`config.mk`:
```
export PLATFORM = sky130hd
export DESIGN_NAME = rect_fill_ctrl
export DESIGN_NICKNAME = d
export VERILOG_FILES = /design/src/rtl/rect_fill_ctrl.sv
export SDC_FILE = /design/constraint.sdc
export NUM_CORES = 1
export LEC_CHECK = 0
export CAP_MARGIN = 0
export CELL_PAD_IN_SITES_DETAIL_PLACEMENT = 2
export CELL_PAD_IN_SITES_GLOBAL_PLACEMENT = 2
export CORE_ASPECT_RATIO = 1.2
export CORE_UTILIZATION = 29
export CTS_BUF_LIST = sky130_fd_sc_hd__clkbuf_2 sky130_fd_sc_hd__clkbuf_4 sky130_fd_sc_hd__clkbuf_8
export CTS_CLUSTER_SIZE = 10
export DETAILED_ROUTE_END_ITERATION = 16
export PLACE_DENSITY = 0.83
export SYNTH_ARGS = -nofsm -noshare
export SYNTH_HDL_FRONTEND = slang
export SYNTH_SLANG_ARGS = --single-unit
export TNS_END_PERCENT = 10
```
`constraint.sdc`:
```
create_clock -name CLOCK_50 -period 1.7 [get_ports CLOCK_50]
set_input_delay 0.425 -clock CLOCK_50 [delete_from_list [all_inputs] [get_ports CLOCK_50]]
set_output_delay 0.425 -clock CLOCK_50 [all_outputs]
set_load 0.1 [all_outputs]
```
`src/rtl/rect_fill_ctrl.sv`:
```
// Rectangle fill engine for the 160x120x3 framebuffer write port.
// Ports: CLOCK_50/rst_n; cmd_* valid/ready command; abort; we/xw/yw/din RAM write; busy/done/pix_count status.
module rect_fill_ctrl #(
    parameter int XMAX = 159,
    parameter int YMAX = 119
) (
    input  logic        CLOCK_50,
    input  logic        rst_n,
    input  logic        cmd_valid,
    output logic        cmd_ready,
    input  logic [7:0]  cmd_x0,
    input  logic [6:0]  cmd_y0,
    input  logic [7:0]  cmd_x1,
    input  logic [6:0]  cmd_y1,
    input  logic [2:0]  cmd_color,
    input  logic        abort,
    output logic        we,
    output logic [7:0]  xw,
    output logic [6:0]  yw,
    output logic [2:0]  din,
    output logic        busy,
    output logic        done,
    output logic [14:0] pix_count
);

    localparam logic [7:0] XLIM = 8'(XMAX);
    localparam logic [6:0] YLIM = 7'(YMAX);

    typedef enum logic [1:0] {IDLE, FILL, DONE} state_t;

    state_t      state, state_nx;
    logic [7:0]  xa, xb, x_lo, x_hi, xa_c, xb_c;
    logic [6:0]  ya, yb, y_lo, y_hi, ya_c, yb_c;
    logic        accept, fill_st, last;
    logic [7:0]  xw_d;
    logic [6:0]  yw_d;
    logic [2:0]  din_d;
    logic [14:0] pix_d;
    logic        we_d, busy_d, done_d, ready_d;

    // Corner ordering then clamping to the visible area.
    always_comb begin
        x_lo = (cmd_x0 < cmd_x1) ? cmd_x0 : cmd_x1;
        x_hi = (cmd_x0 < cmd_x1) ? cmd_x1 : cmd_x0;
        y_lo = (cmd_y0 < cmd_y1) ? cmd_y0 : cmd_y1;
        y_hi = (cmd_y0 < cmd_y1) ? cmd_y1 : cmd_y0;
        xa_c = (x_lo > XLIM) ? XLIM : x_lo;
        xb_c = (x_hi > XLIM) ? XLIM : x_hi;
        ya_c = (y_lo > YLIM) ? YLIM : y_lo;
        yb_c = (y_hi > YLIM) ? YLIM : y_hi;
    end

    assign accept  = (state == IDLE) && cmd_valid && cmd_ready;
    assign fill_st = (state == FILL);
    assign last    = (xw == xb) && (yw == yb);

    always_ff @(posedge CLOCK_50 or negedge rst_n) begin
        if (!rst_n) state <= IDLE;
        else        state <= state_nx;
    end

    always_comb begin
        state_nx = state;
        unique case (state)
            IDLE:    if (accept) state_nx = FILL;
            FILL:    if (abort || last) state_nx = DONE;
            DONE:    state_nx = IDLE;
            default: state_nx = IDLE;
        endcase
    end

    // Next values of the registered outputs; the write on the
    // outputs when abort is seen still counts as written.
    always_comb begin
        we_d    = (state_nx == FILL);
        busy_d  = (state_nx == FILL);
        done_d  = (state_nx == DONE);
        ready_d = (state_nx == IDLE);
        xw_d    = xw;
        yw_d    = yw;
        din_d   = din;
        pix_d   = pix_count;
        unique case (1'b1)
            accept: begin
                xw_d  = xa_c;
                yw_d  = ya_c;
                din_d = cmd_color;
                pix_d = '0;
            end
            fill_st: begin
                pix_d = pix_count + 15'd1;
                if (!abort && !last) begin
                    if (xw == xb) begin
                        xw_d = xa;
                        yw_d = yw + 7'd1;
                    end else begin
                        xw_d = xw + 8'd1;
                    end
                end
            end
            default: ;
        endcase
    end

    always_ff @(posedge CLOCK_50 or negedge rst_n) begin
        if (!rst_n) begin
            cmd_ready <= 1'b1;
            we        <= 1'b0;
            busy      <= 1'b0;
            done      <= 1'b0;
            xw        <= '0;
            yw        <= '0;
            din       <= '0;
            pix_count <= '0;
            xa        <= '0;
            xb        <= '0;
            ya        <= '0;
            yb        <= '0;
        end else begin
            cmd_ready <= ready_d;
            we        <= we_d;
            busy      <= busy_d;
            done      <= done_d;
            xw        <= xw_d;
            yw        <= yw_d;
            din       <= din_d;
            pix_count <= pix_d;
            if (accept) begin
                xa <= xa_c;
                xb <= xb_c;
                ya <= ya_c;
                yb <= yb_c;
            end
        end
    end

endmodule

```
== Word level (Yosys, flattened, before mapping) ==
Cells that the tools add are included.
Storage, ports and cells
  bits in registers: 61
  input port bits: 37
  output and inout port bits: 37
Cells by class
  $add $sub $neg: 3
  $lt $le $gt $ge: 6
  equality and inequality tests: 7
  multiplexer cells: 18
  reductions and logical operators: 12
Operators by type and width (count)
  $mux W8: 6
  $mux W7: 6
  $pmux W15 S2: 1
  $gt A8 B8 Y1 const B: 2
  $pmux W8 S2: 1
  $add A15 B1 Y15 const B: 1
  $gt A7 B7 Y1 const B: 2
  $pmux W7 S2: 1
  $add A8 B1 Y8 const B: 1
  $eq A8 B8 Y1: 1
  $lt A8 B8 Y1: 1
  $add A7 B1 Y7 const B: 1
  $eq A7 B7 Y1: 1
  $lt A7 B7 Y1: 1
  $eq A2 B1 Y1 const B: 2
  $logic_and A1 B1 Y1: 4
  $logic_not A2 Y1: 2
  $mux W2: 2
  $ne A2 B1 Y1 const B: 2
  $pmux W2 S2: 1
  $reduce_and A3 Y1: 1
  $eq A2 B2 Y1 const B: 1
  $logic_not A1 Y1: 2
  $reduce_and A2 Y1: 1
  other kinds (2): 2

== Depth between registers and ports, before layout ==
  depth in word-level cells: 6
  gate-level depth with buffers: 10
  depth with buffers taken out: 9

== Worst setup path before layout ==
OpenSTA, ideal clock, no wires.
  kind: register to register
  start point: reg xw[1]
  end point: reg xw[6]
  library setup time: 126 ps
  arrival time: 2299 ps
  data required time: 1574 ps
  slack: -725 ps
  stages on the path, launching flop included: 8
  clock period less this slack: 2425 ps
  path through: dfrtp_1 -> xor2_1 -> nor4_2 -> nand2_2 -> mux2_1 -> nor2_1 -> a21oi_1 -> mux2_2
Between the ends
  cells in the longest elaborated chain, start to end: 6
Ends and longest elaborated chain
  from (decl): line 18  | output logic [7:0] xw,
  from (signal assigned): line 124  | xw <= xw_d;
  branches (longest 6 deep; another with $add A8 B1 Y8)
Several ways; the timed one is not identified. The select of a mux whose other input is x is not followed.
A chain may end at the register's enable or synchronous reset.

== Final worst setup path ==
  start point: reg xw[2]
  end point: reg yw[4]
Between the ends
  cells in the longest elaborated chain, start to end: 6
Ends and longest elaborated chain
  $eq A8 B8 Y1 *: line 55, 93
  $logic_and A1 B1 Y1: line 55  | assign last = (xw == xb) && (yw == yb);
  $logic_not A1 Y1: line 92  | if (!abort && !last) begin
  $logic_and A1 B1 Y1: line 92
  $ne A2 B1 Y1 (no source line)
  $reduce_and A3 Y1 (no source line) *
  to (signal assigned): line 125  | yw <= yw_d;
  to (decl): line 19  | output logic [6:0] yw,
Every way passes the cells marked *; elsewhere a longest branch is shown, timed or not.

==> impl_metrics.json <==
{
  "chipHeight_um": 126.5,
  "syn_avg_cell_area_sq_um": 8.750,
  "maxCapViolations": 0,
  "route.top_layer_used": "met4",
  "setup_viol": 43,
  "crit_cells": 8,
  "hold_class": "in2async",
  "slew_headroom_pct": 70.05,
  "crit_path_max_incr_delay_ns": 0.51,
  "violations_in_the_final_reports": "setup timing",
  "met2_wirelength_um": 9832,
  "power_density_mw_per_mm2": 1919,
  "critical_path.reg2reg.endpoint": "yw[4]",
  "tritoncts_num_sinks": 61,
  "flip_flop_and_latch_count_after_synthesis": 61,
  "grt_antenna_before_repair": 0,
  "timing.critical_path.buf_inv": 2,
  "grt_overflow": 0,
  "grt_use_total_pct": 25.72,
  "yosysWarningCount": 0,
  "dominantRegCellSynth": "dfrtp_1",
  "final_design_utilization_pct": 51.22,
  "grt_pass1_wl_um": 26140,
  "grt_start_max_net_pins": 62,
  "setup_repair_after_global_routing_missed_its_margin": "yes",
  "report.power.total_uw": 12400,
  "most-common-layout-cells": "buf_4 (83), nand2_1 (68), dfrtp_1 (39), buf_12 (39), nor2_1 (34)",
  "route.detailed.vias_per_inst": 5.391,
  "nNetsFinal": 647,
  "first_iter_violations": 124,
  "dp_hpwl_um": 10790,
  "asyncSetResetFlopFracSynth_pct": 100.0,
  "rr_worst_depth": 8,
  "final_common_cell": "buf_4",
  "setup-tns-final_ns": -9.744,
  "floorplan.rows": 45,
  "detailroute.via_count": 4113,
  "fin_skew_ns": 0.007213,
  "clk_path_buf_depth": 2,
  "synthesis.nets": 481,
  "io-pin-count": 74,
  "numPortBuffers": 73,
  "ctsHoldBuffers": 0,
  "cts.htree.levels": 3,
  "critPathLaunchType": "register",
  "p_leak_uw": 0.002872,
  "m1WireLength_um": 6693,
  "r2r_setup_slack_ns": -0.62,
  "layout_min_cycle_time_ns": 2.316,
  "cts_root_buf": "clkbuf_8",
  "timing.critical_path.required_ns": 1.95,
  "multi_input_area_sq_mm": 0.002490,
  "drt_wl_total_um": 18090,
  "drtAntennaViolNets": 0,
  "fillerInstances": 1276,
  "post_synth_edffs": 0,
  "grt_pass1_vias": 4781,
  "floorplan.initialDensity_pct": 29.69,
  "critical_path.slowest_cell": "dfrtp_4",
  "timing.critical_path.to_type": "register",
  "drt-wirelength-per-cell_um": 23.71,
  "yosysSeqAreaShare_pct": 40.80,
  "clock_pin_slew_worst_setup_and_hold_paths_ns": 0.07,
  "die_width_um": 105.7,
  "die-area_sq_mm": 0.01337,
  "fraction_of_final_layout_cells_with_drive_strength_greater_than_1_pct": 46.41,
  "regToRegStartpoint": "xw[2]",
  "insertion_delay_ns": 0.37,
  "worstPathArrival_ns": 2.57,
  "core-area_sq_mm": 0.01261,
  "post_synth_instance_area_sq_mm": 0.003745,
  "antenna_cells": 0,
  "met3_length_um": 499,
  "max_clock_freq_mhz": 431.9,
  "worst-setup-path-type": "reg2reg",
  "crit_chain": "xor2_4 -> nor4_4 -> nand2_4 -> buf_8 -> a21oi_4 -> buf_12 -> a21oi_2 -> a31oi_1",
  "worst_slack_ns": -0.6156,
  "tightestPinTransition_ns": 0.4477,
  "drcViolationCount": 0,
  "result_of_the_run": "finished with violations",
  "numCtsBuffers": 9,
  "syn_inst": 428,
  "top_family_by_delay_on_critical_path": "simple AND/OR/NAND/NOR gates",
  "post_synth_num_cell_types": 49,
  "register_area_sq_mm": 0.001572,
  "timing.final.crit_share_pct": 136.2,
  "report.final.slew_viol_count": 0,
  "critical_path.max_fanout": 6,
  "final_hold_violation_count": 0,
  "detail_route.first_pass.iterations": 4,
  "syn2layout_area_growth_pct": 72.50,
  "vdd.ir_drop.worst_mv": 0.8400,
  "gp_congestion": 0.7816,
  "cts_tree": "done"
}
[sequential cells by signal, summed over array words and instances (netlist names)]
name,flops
busy,1
cmd_ready,1
din,3
done,1
pix_count,15
state,2
xa,8
xb,8
xw,8
yb,7
yw,7
[Yosys cell counts (4+ instances only)]
master    number  area, sq um
a211o_1        4        35.03
a21oi_1       24        120.1
a31oi_1        7        43.79
and3_1         5        31.28
buf_2          4        20.02
clkbuf_1      15        56.30
dfrtp_1       60         1501
ha_1          16        200.2
inv_1         14        52.55
mux2_1         5        56.30
mux2_2         6        67.56
mux2i_1        6        60.06
nand2_1       68        255.2
nand2b_1       5        31.28
nand3_1       18        90.09
nand4_1       10        62.56
nor2_1        37        138.9
o211ai_1       5        37.54
o21a_1         5        37.54
o21ai_0       32        160.2
o21ai_1       13        65.06
o31ai_1        4        30.03
xnor2_1        6        52.55
xor2_1        15        131.4
[how the worst max path moves through the flow]
stage | startpoint | endpoint | slack [ns]
after global routing | xw[2] | yw[4] | -0.64
after detailed placement | cmd_x1[6] | xa[5] | -1.04
after floorplan | xw[2] | xw[7] | -0.37
after global placement | cmd_x1[1] | xw[0] | -0.85
final | xw[2] | yw[4] | -0.62
after CTS | yw[1] | xw[3] | -0.41
[logic make-up (layout without fill, tap and decap cells)]
| kind of cell | after synthesis | after routing | synth area share [%] |
|---|---|---|---|
| compound gates | 113 | 113 | 18.88 |
| xor+xnor | 21 | 21 | 4.912 |
| fa+ha+maj | 16 | 16 | 5.346 |
| buf+inv | 35 | 206 | 3.942 |
| flops | 61 | 61 | 40.80 |
| mux | 20 | 20 | 6.114 |
| simple gates | 162 | 162 | 20.01 |
[stage by stage]
stage	worst slack (ns)	hold slack [ns]	std cells	instance area, sq um
3_5_place_dp	-1.039	0.4663	726	5642
2_1_floorplan	-0.3688	0.1294	428	3794
6_report	-0.6156	0.04617	763	6460
5_1_grt	-0.6351	0.06651	763	6460
4_1_cts	-0.4086	0.07877	754	6240
3_3_place_gp	-0.8532	0.4559	726	5642
[final cells by class]
type / instances / area share, %
repair buffers: 176 / 29.77
clock inverters: 3 / 0.6585
clock buffers: 13 / 2.673
inverters: 14 / 0.8522
multi-input cells: 332 / 38.54
flip-flops and latches: 61 / 24.33
well taps: 164 / 3.176
[routing by layer]
layer | GRT usage, % | vias up
li1 | - | 1836
met1 | 26.79 | 2091
met2 | 48.98 | 123
met3 | 4.008 | 63
met4 | 13.73 | 0
met5 | 0 | -
[power breakdown]
part           total [uW]  switching [uW]  internal, uW
Clock                1450             635           811
Sequential           2750             649          2100
Combinational        8200            5060          3140
[repair_timing]
action,in CTS,in global routing
hold endpoints to repair,0,0
cloned,1,1
endpoints found under the setup margin,46,52
setup buffers,12,8
pin swaps,36,13
gates resized for setup,152,36
(Power assumes the default switching activity.)
